==> config.mk <==
export PLATFORM = sky130hd
export DESIGN_NAME = pipe_ctrl_flat
export DESIGN_NICKNAME = d
export VERILOG_FILES = /design/src/rtl/pipe_ctrl_if.sv /design/src/rtl/pipe_ctrl.sv /design/src/flat_wrapper.sv
export SDC_FILE = /design/constraint.sdc
export NUM_CORES = 1
export LEC_CHECK = 0
export CORE_ASPECT_RATIO = 1.2
export CORE_MARGIN = 10
export CORE_UTILIZATION = 48
export CTS_CLUSTER_DIAMETER = 200
export DETAILED_ROUTE_END_ITERATION = 8
export HOLD_SLACK_MARGIN = 0.1
export PLACE_DENSITY_LB_ADDON = 0.2
export SYNTH_ARGS = -nofsm -noshare
export SYNTH_HDL_FRONTEND = slang
export SYNTH_SLANG_ARGS = --single-unit
==> constraint.sdc <==
create_clock -name clk -period 2.4 [get_ports clk]
set_input_delay 0.48 -clock clk [delete_from_list [all_inputs] [get_ports clk]]
set_output_delay 0.48 -clock clk [all_outputs]
set_load 0.01 [all_outputs]
==> src/rtl/pipe_ctrl_if.sv <==
// pipe_ctrl_if: bundle between the five-stage pipeline and its stall/redirect
// controller.
//   master : pipeline side. Drives the per-stage stall requests and the EX
//            branch pulse. Receives the stall vector, the PC redirect,
//            the flush and the stall monitors.
//   slave  : controller side (pipe_ctrl).
interface pipe_ctrl_if;
  logic        stallreq_if_i;
  logic        stallreq_id_i;
  logic        stallreq_ex_i;
  logic        stallreq_mem_i;
  logic        ex_branch_flag_i;
  logic [31:0] ex_branch_addr_i;
  logic [4:0]  stalled;
  logic        pc_jump_flag_o;
  logic [31:0] pc_jump_addr_o;
  logic        flush_o;
  logic        stall_timeout_o;
  logic [31:0] stall_cycles_o;

  modport master (
    output stallreq_if_i, stallreq_id_i, stallreq_ex_i, stallreq_mem_i,
    output ex_branch_flag_i, ex_branch_addr_i,
    input  stalled, pc_jump_flag_o, pc_jump_addr_o, flush_o,
    input  stall_timeout_o, stall_cycles_o
  );

  modport slave (
    input  stallreq_if_i, stallreq_id_i, stallreq_ex_i, stallreq_mem_i,
    input  ex_branch_flag_i, ex_branch_addr_i,
    output stalled, pc_jump_flag_o, pc_jump_addr_o, flush_o,
    output stall_timeout_o, stall_cycles_o
  );
endinterface

==> src/rtl/pipe_ctrl.sv <==
// pipe_ctrl: stall/redirect controller for the five-stage core.
//   - Combines per-stage stall requests into the stalled[4:0] hold vector
//     (priority mem > ex > id > if; bit 0 = PC ... bit 4 = MEM/WB).
//   - Applies EX branch redirects immediately when the PC is free. Otherwise
//     it parks the target until the PC stage unfreezes, flushing IF/ID
//     meanwhile.
//   - Tracks the current stall run (timeout flag) and the total stalled cycles.
// Ports:
//   clk  : core clock
//   rst  : asynchronous active-low reset
//   bus  : pipe_ctrl_if.slave (requests/branch in; stall, redirect, flush,
//          monitors out)
module pipe_ctrl #(
  parameter int TIMEOUT_CYCLES = 1024,
  parameter int CNT_W          = 11
) (
  input  logic        clk,
  input  logic        rst,
  pipe_ctrl_if.slave  bus
);

  typedef enum logic {IDLE, PENDING} state_e;

  localparam logic [CNT_W-1:0] TimeoutVal = CNT_W'(TIMEOUT_CYCLES);

  state_e           state_q, state_d;
  logic [31:0]      pend_addr_q, pend_addr_d;
  logic [CNT_W-1:0] run_cnt_q, run_cnt_d;
  logic             timeout_q, timeout_d;
  logic [31:0]      cycles_q, cycles_d;

  logic [4:0]  stall_req;
  logic        stall_any;
  logic        branch_ok;
  logic        jump;
  logic [31:0] jump_addr;
  logic        flush;

  // Stall vector: every stage upstream of the requester holds as well.
  always_comb begin
    if (bus.stallreq_mem_i)     stall_req = 5'b11111;
    else if (bus.stallreq_ex_i) stall_req = 5'b01111;
    else if (bus.stallreq_id_i) stall_req = 5'b00111;
    else if (bus.stallreq_if_i) stall_req = 5'b00011;
    else                        stall_req = 5'b00000;
  end

  assign stall_any = |stall_req;
  // While EX/MEM is held, the EX stage is not really executing, so a branch
  // pulse seen then is not genuine.
  assign branch_ok = bus.ex_branch_flag_i & ~stall_req[3];

  // NOTE: every variable gets a default at the top of the block so that no
  // path leaves one unassigned, which would infer a latch.
  always_comb begin
    state_d     = state_q;
    pend_addr_d = pend_addr_q;
    jump        = 1'b0;
    jump_addr   = 32'h0;
    flush       = 1'b0;
    unique case (state_q)
      IDLE: begin
        if (branch_ok) begin
          flush = 1'b1;
          if (!stall_req[0]) begin
            jump      = 1'b1;
            jump_addr = bus.ex_branch_addr_i;
          end else begin
            pend_addr_d = bus.ex_branch_addr_i;
            state_d     = PENDING;
          end
        end
      end
      PENDING: begin
        // The wrong-path fetch keeps entering IF/ID until the redirect lands.
        flush = 1'b1;
        // A second branch here is not expected; the newest target wins.
        if (!stall_req[0]) begin
          jump      = 1'b1;
          jump_addr = branch_ok ? bus.ex_branch_addr_i : pend_addr_q;
          state_d   = IDLE;
        end else if (branch_ok) begin
          pend_addr_d = bus.ex_branch_addr_i;
        end
      end
      default: state_d = IDLE;
    endcase
  end

  // Stall monitors: run length saturates at the timeout value, so it never wraps.
  always_comb begin
    run_cnt_d = '0;
    cycles_d  = cycles_q;
    if (stall_any) begin
      run_cnt_d = (run_cnt_q == TimeoutVal) ? run_cnt_q : run_cnt_q + 1'b1;
      cycles_d  = cycles_q + 32'd1;
    end
    timeout_d = (run_cnt_d == TimeoutVal);
  end

  // NOTE: sequential state uses non-blocking assignments so every register
  // samples its pre-edge inputs, independent of statement order.
  always_ff @(posedge clk or negedge rst) begin
    if (!rst) begin
      state_q     <= IDLE;
      pend_addr_q <= 32'h0;
      run_cnt_q   <= '0;
      timeout_q   <= 1'b0;
      cycles_q    <= 32'h0;
    end else begin
      state_q     <= state_d;
      pend_addr_q <= pend_addr_d;
      run_cnt_q   <= run_cnt_d;
      timeout_q   <= timeout_d;
      cycles_q    <= cycles_d;
    end
  end

  // NOTE: the combinational outputs are gated by rst as well, because the
  // registers alone cannot hold an input-driven path low during reset.
  assign bus.stalled         = rst ? stall_req : 5'b00000;
  assign bus.pc_jump_flag_o  = rst & jump;
  assign bus.pc_jump_addr_o  = rst ? jump_addr : 32'h0;
  assign bus.flush_o         = rst & flush;
  assign bus.stall_timeout_o = timeout_q;
  assign bus.stall_cycles_o  = cycles_q;

endmodule

==> src/flat_wrapper.sv <==
// flat-port wrapper written by rule: the top's interface ports become plain ports
module pipe_ctrl_flat 
#(
  parameter int TIMEOUT_CYCLES = 1024,
  parameter int CNT_W          = 11
)
  (clk, rst, bus_stallreq_if_i, bus_stallreq_id_i, bus_stallreq_ex_i, bus_stallreq_mem_i, bus_ex_branch_flag_i, bus_ex_branch_addr_i, bus_stalled, bus_pc_jump_flag_o, bus_pc_jump_addr_o, bus_flush_o, bus_stall_timeout_o, bus_stall_cycles_o);
  pipe_ctrl_if bus_i ();
  input  logic clk;
  input  logic rst;
  input wire logic [$bits(bus_i.stallreq_if_i)-1:0] bus_stallreq_if_i;
  input wire logic [$bits(bus_i.stallreq_id_i)-1:0] bus_stallreq_id_i;
  input wire logic [$bits(bus_i.stallreq_ex_i)-1:0] bus_stallreq_ex_i;
  input wire logic [$bits(bus_i.stallreq_mem_i)-1:0] bus_stallreq_mem_i;
  input wire logic [$bits(bus_i.ex_branch_flag_i)-1:0] bus_ex_branch_flag_i;
  input wire logic [$bits(bus_i.ex_branch_addr_i)-1:0] bus_ex_branch_addr_i;
  output wire logic [$bits(bus_i.stalled)-1:0] bus_stalled;
  output wire logic [$bits(bus_i.pc_jump_flag_o)-1:0] bus_pc_jump_flag_o;
  output wire logic [$bits(bus_i.pc_jump_addr_o)-1:0] bus_pc_jump_addr_o;
  output wire logic [$bits(bus_i.flush_o)-1:0] bus_flush_o;
  output wire logic [$bits(bus_i.stall_timeout_o)-1:0] bus_stall_timeout_o;
  output wire logic [$bits(bus_i.stall_cycles_o)-1:0] bus_stall_cycles_o;
  assign bus_i.stallreq_if_i = bus_stallreq_if_i;
  assign bus_i.stallreq_id_i = bus_stallreq_id_i;
  assign bus_i.stallreq_ex_i = bus_stallreq_ex_i;
  assign bus_i.stallreq_mem_i = bus_stallreq_mem_i;
  assign bus_i.ex_branch_flag_i = bus_ex_branch_flag_i;
  assign bus_i.ex_branch_addr_i = bus_ex_branch_addr_i;
  assign bus_stalled = bus_i.stalled;
  assign bus_pc_jump_flag_o = bus_i.pc_jump_flag_o;
  assign bus_pc_jump_addr_o = bus_i.pc_jump_addr_o;
  assign bus_flush_o = bus_i.flush_o;
  assign bus_stall_timeout_o = bus_i.stall_timeout_o;
  assign bus_stall_cycles_o = bus_i.stall_cycles_o;
  pipe_ctrl #(.TIMEOUT_CYCLES(TIMEOUT_CYCLES), .CNT_W(CNT_W)) u_core (.clk(clk), .rst(rst), .bus(bus_i));
endmodule
==> key figures <==
Run status
  • Status: complete, no violations

Hold path
  • Hold Crit Class: input pin to asynchronous set/reset pin

Synth
  • Post-synth top area cell: dfrtp_1
  • Netlist cell types: 39
  • Syn nets: a little over 400
  • Mapped Avg Cell Area: 10.7 um^2
  • Top post-synthesis cells by area: dfrtp_1 49%, mux2_1 9.1%, a22oi_1 6.1%
  • FFs w/ async S/R, synth: between 90% and 100%
  • Synthesized netlist cell count: between 300 and 400
  • Top-area cell type share of the netlist area: about half
  • Post-synthesis sequential area ratio: approximately 50%
  • Post-synth EDFFs: 0
  • Seq cells post-synth: 77
  • Synth top cells by count: 77 x dfrtp_1, 35 x nor2b_1, 32 x a22oi_1, 32 x mux2_1
  • Mapped cell area: just under 0.004 mm^2
  • Synth Flop Type: dfrtp_1
  • Synth warn: 0
  • Most used standard cell by instance count after synthesis: dfrtp_1

Timing
  • Post-route clock period utilization: 94.7%
  • Worst-Margin Slew: around 0.56 ns
  • Setup Skew: about 0.011 ns
  • Worst Hold Margin: between 0.15 and 0.2 ns
  • Final Hold Fails: 0
  • Slew Viols, Final: 0
  • RSZ-0062 raised after global routing: no
  • Final setup margin: around 0.13 ns
  • Fin crit period: between 2 and 2.5 ns
  • Setup violators final: 0
  • Sum Neg Setup Slack: 0 ns
  • Worst slew margin: between 60% and 70%
  • Peak Freq: roughly 0.44 GHz

Critical path
  • Startpoint Class: input pin
  • Arrival time worst endpoint: roughly 1.8 ns
  • Reg2reg start: u_core.run_cnt_q[0]
  • Worst setup EP type: primary output
  • Critical path fanouts, max: 8
  • Worst Setup SP: bus_stallreq_mem_i
  • Critical Path RT: between 1.5 and 2 ns
  • Setup Crit Path Kind: input pin to primary output

Final layout
  • Nets: between 500 and 600
  • Multi-input gate area in the final layout: slightly below 0.002 mm^2
  • Fill cell count: ~640
  • ANT cells: 0
  • Final Core Density: between 60% and 70%
  • Share of cells above drive strength 1: 19.0%
  • Area growth syn-to-layout: 39.0%
  • FF/Latch Area: 0.00193 mm^2
  • Post-Layout Cell Count: around 600

Flow run
  • Max Cap Violations: 0

Global routing
  • First-pass GRT wire length: 16.8 mm
  • Antenna violations before repair: 0
  • GRT Util Overall: between 15 and 20%
  • Largest net degree at the start of global routing: between 40 and 50
  • Vias in the first global route: between 3k and 4k
  • Total grt overflow: 0

Detailed routing
  • Via count: 3202
  • Post-DRT Antenna Nets: 0
  • TritonRoute pass-1 iters: 4
  • Vias/cell: between 5 and 6
  • WL per Instance: around 17 um
  • WL final: roughly 10 mm
  • Initial DRC count: 175
  • DRC errors left: 0

Floorplanning
  • Initial Util: 48.9%
  • Die H: between 100 and 150 um
  • Die area: around 0.012 mm^2
  • Die X-Extent: roughly 100 um
  • Core ar.: between 0.008 and 0.009 mm^2
  • Num rows: 36
  • I/O pin cnt: 111

Clock tree
  • CTS sink cnt: between 70 and 80
  • Clock root buffer: clkbuf_8
  • Inserted Clock Buffers: 9
  • CTS tree: done
  • H-tree depth: 3
  • Worst-path clk slew: 0.09 ns
  • Maximum buffer depth of the clock tree: 2
  • Clock insertion delay at the later pin of the skew report: roughly 0.35 ns

Power and ir drop
  • VDD IR max: ~0.60 mV
  • Power density cells: between 600 and 700 mW/mm^2
  • Static Leak: 2.44 nW

Place
  • # port buffers: 110
  • GPL Wtd Cong: 0.790
  • Post-detail-place hpwl: 7.03 mm
  • DP Worst Slack: -0.566 ns
  • Cell count after placement: between 500 and 600
layout make-up:
type / instances / area share, %
Inverter: 5 / 0.340
Sequential cell: 77 / 35.0
Multi-Input combinational cell: 265 / 35.2
Tap cell: 95 / 2.16
Clock buffer: 11 / 2.75
Timing Repair Buffer: 141 / 23.4
Clock inverter: 5 / 1.20
final timing paths:
path / slack [ns] / to / depth (start not counted)
worst min register to register: 0.47 / u_core.bus.stall_cycles_o[31] / 1
min in group clk: 0.47 / u_core.bus.stall_cycles_o[31] / 1
worst max register to register: 0.48 / u_core.bus.stall_timeout_o / 6
max in group asynchronous: 1.36 / u_core.pend_addr_q[15] / 2
worst min-delay path: 0.19 / u_core.pend_addr_q[17] / 2
worst max-delay path: 0.13 / bus_pc_jump_addr_o[21] / 8
flip-flops by register name, summed over array words and instances, names as in the netlist:
register	flops
u_core.bus.stall_cycles_o	32
u_core.bus.stall_timeout_o	1
u_core.pend_addr_q	32
u_core.run_cnt_q	11
u_core.state_q	1
critical path: stages:
cell and delay, ns:
buf_2 0.15, nor4_4 0.30, and3_4 0.23, buf_6 0.13
buf_16 0.13, a22oi_1 0.06, nor2b_1 0.15, buf_2 0.16
logic make-up (layout without fill, tap and decap cells):
group,count (synthesis),in the layout,synth area share [%]
flops,77,77,48.6
compound gates,41,41,7.60
xor+xnor,43,43,9.50
fa+ha+maj,3,3,0.947
mux,32,32,9.09
simple gates,146,146,20.9
buf+inv,27,162,3.34
layer usage:
metal / routed length [um] / part of all wire (%) / GRT usage [%]
met2: 5160 / 51 / 28.7
met1: 4210 / 41 / 20.6
met3: 662 / 6.5 / 4.36
met4: 154 / 1.5 / 6.01
met5: 0 / 0 / 0
where the power goes:
group          switching, mW  internal (mW)
Combinational          0.378          0.492
Clock                  0.499          0.550
Sequential             0.277           1.53
Total                   1.15           2.57
through the flow:
stage                     total power, mW  instance area, um^2
after floorplan                      2.28                 3970
after global placement               2.65                 5270
after detailed placement             2.69                 5270
after CTS                            3.76                 5510
after global routing                 3.96                 5510
final                                3.72                 5510
layout by cell type, fill, tap and decap left out, types with 2 or more instances in the layout:
| cell | n |
|---|---|
| xnor2_1 | 22 |
| dfrtp_1 | 77 |
| or2_1 | 2 |
| nor3_1 | 7 |
| nand3_1 | 11 |
| buf_4 | 21 |
| mux2_1 | 32 |
| a22oi_1 | 32 |
| and4_1 | 5 |
| nand2_2 | 2 |
| and3_1 | 6 |
| a21oi_1 | 3 |
| inv_1 | 5 |
| buf_12 | 4 |
| nor2_1 | 24 |
| buf_16 | 3 |
| clkbuf_8 | 11 |
| clkbuf_2 | 3 |
| nor2b_1 | 35 |
| and2_1 | 4 |
| nor3_2 | 5 |
| xor2_1 | 21 |
| ha_1 | 3 |
| clkdlybuf4s50_1 | 68 |
| nand4_1 | 9 |
| buf_2 | 33 |
| buf_6 | 2 |
| nand2_1 | 24 |
| dlygate4sd2_1 | 5 |
timing repair:
action                     CTS  global route
cloned                       4             0
hold endpoints to repair     6             0
gates resized for setup    151             8
hold buffers                 1             0
pin swaps                    4             4
setup buffers                5             1
setup endpoints to repair   36            35
Power figures use the tool's default switching activity.
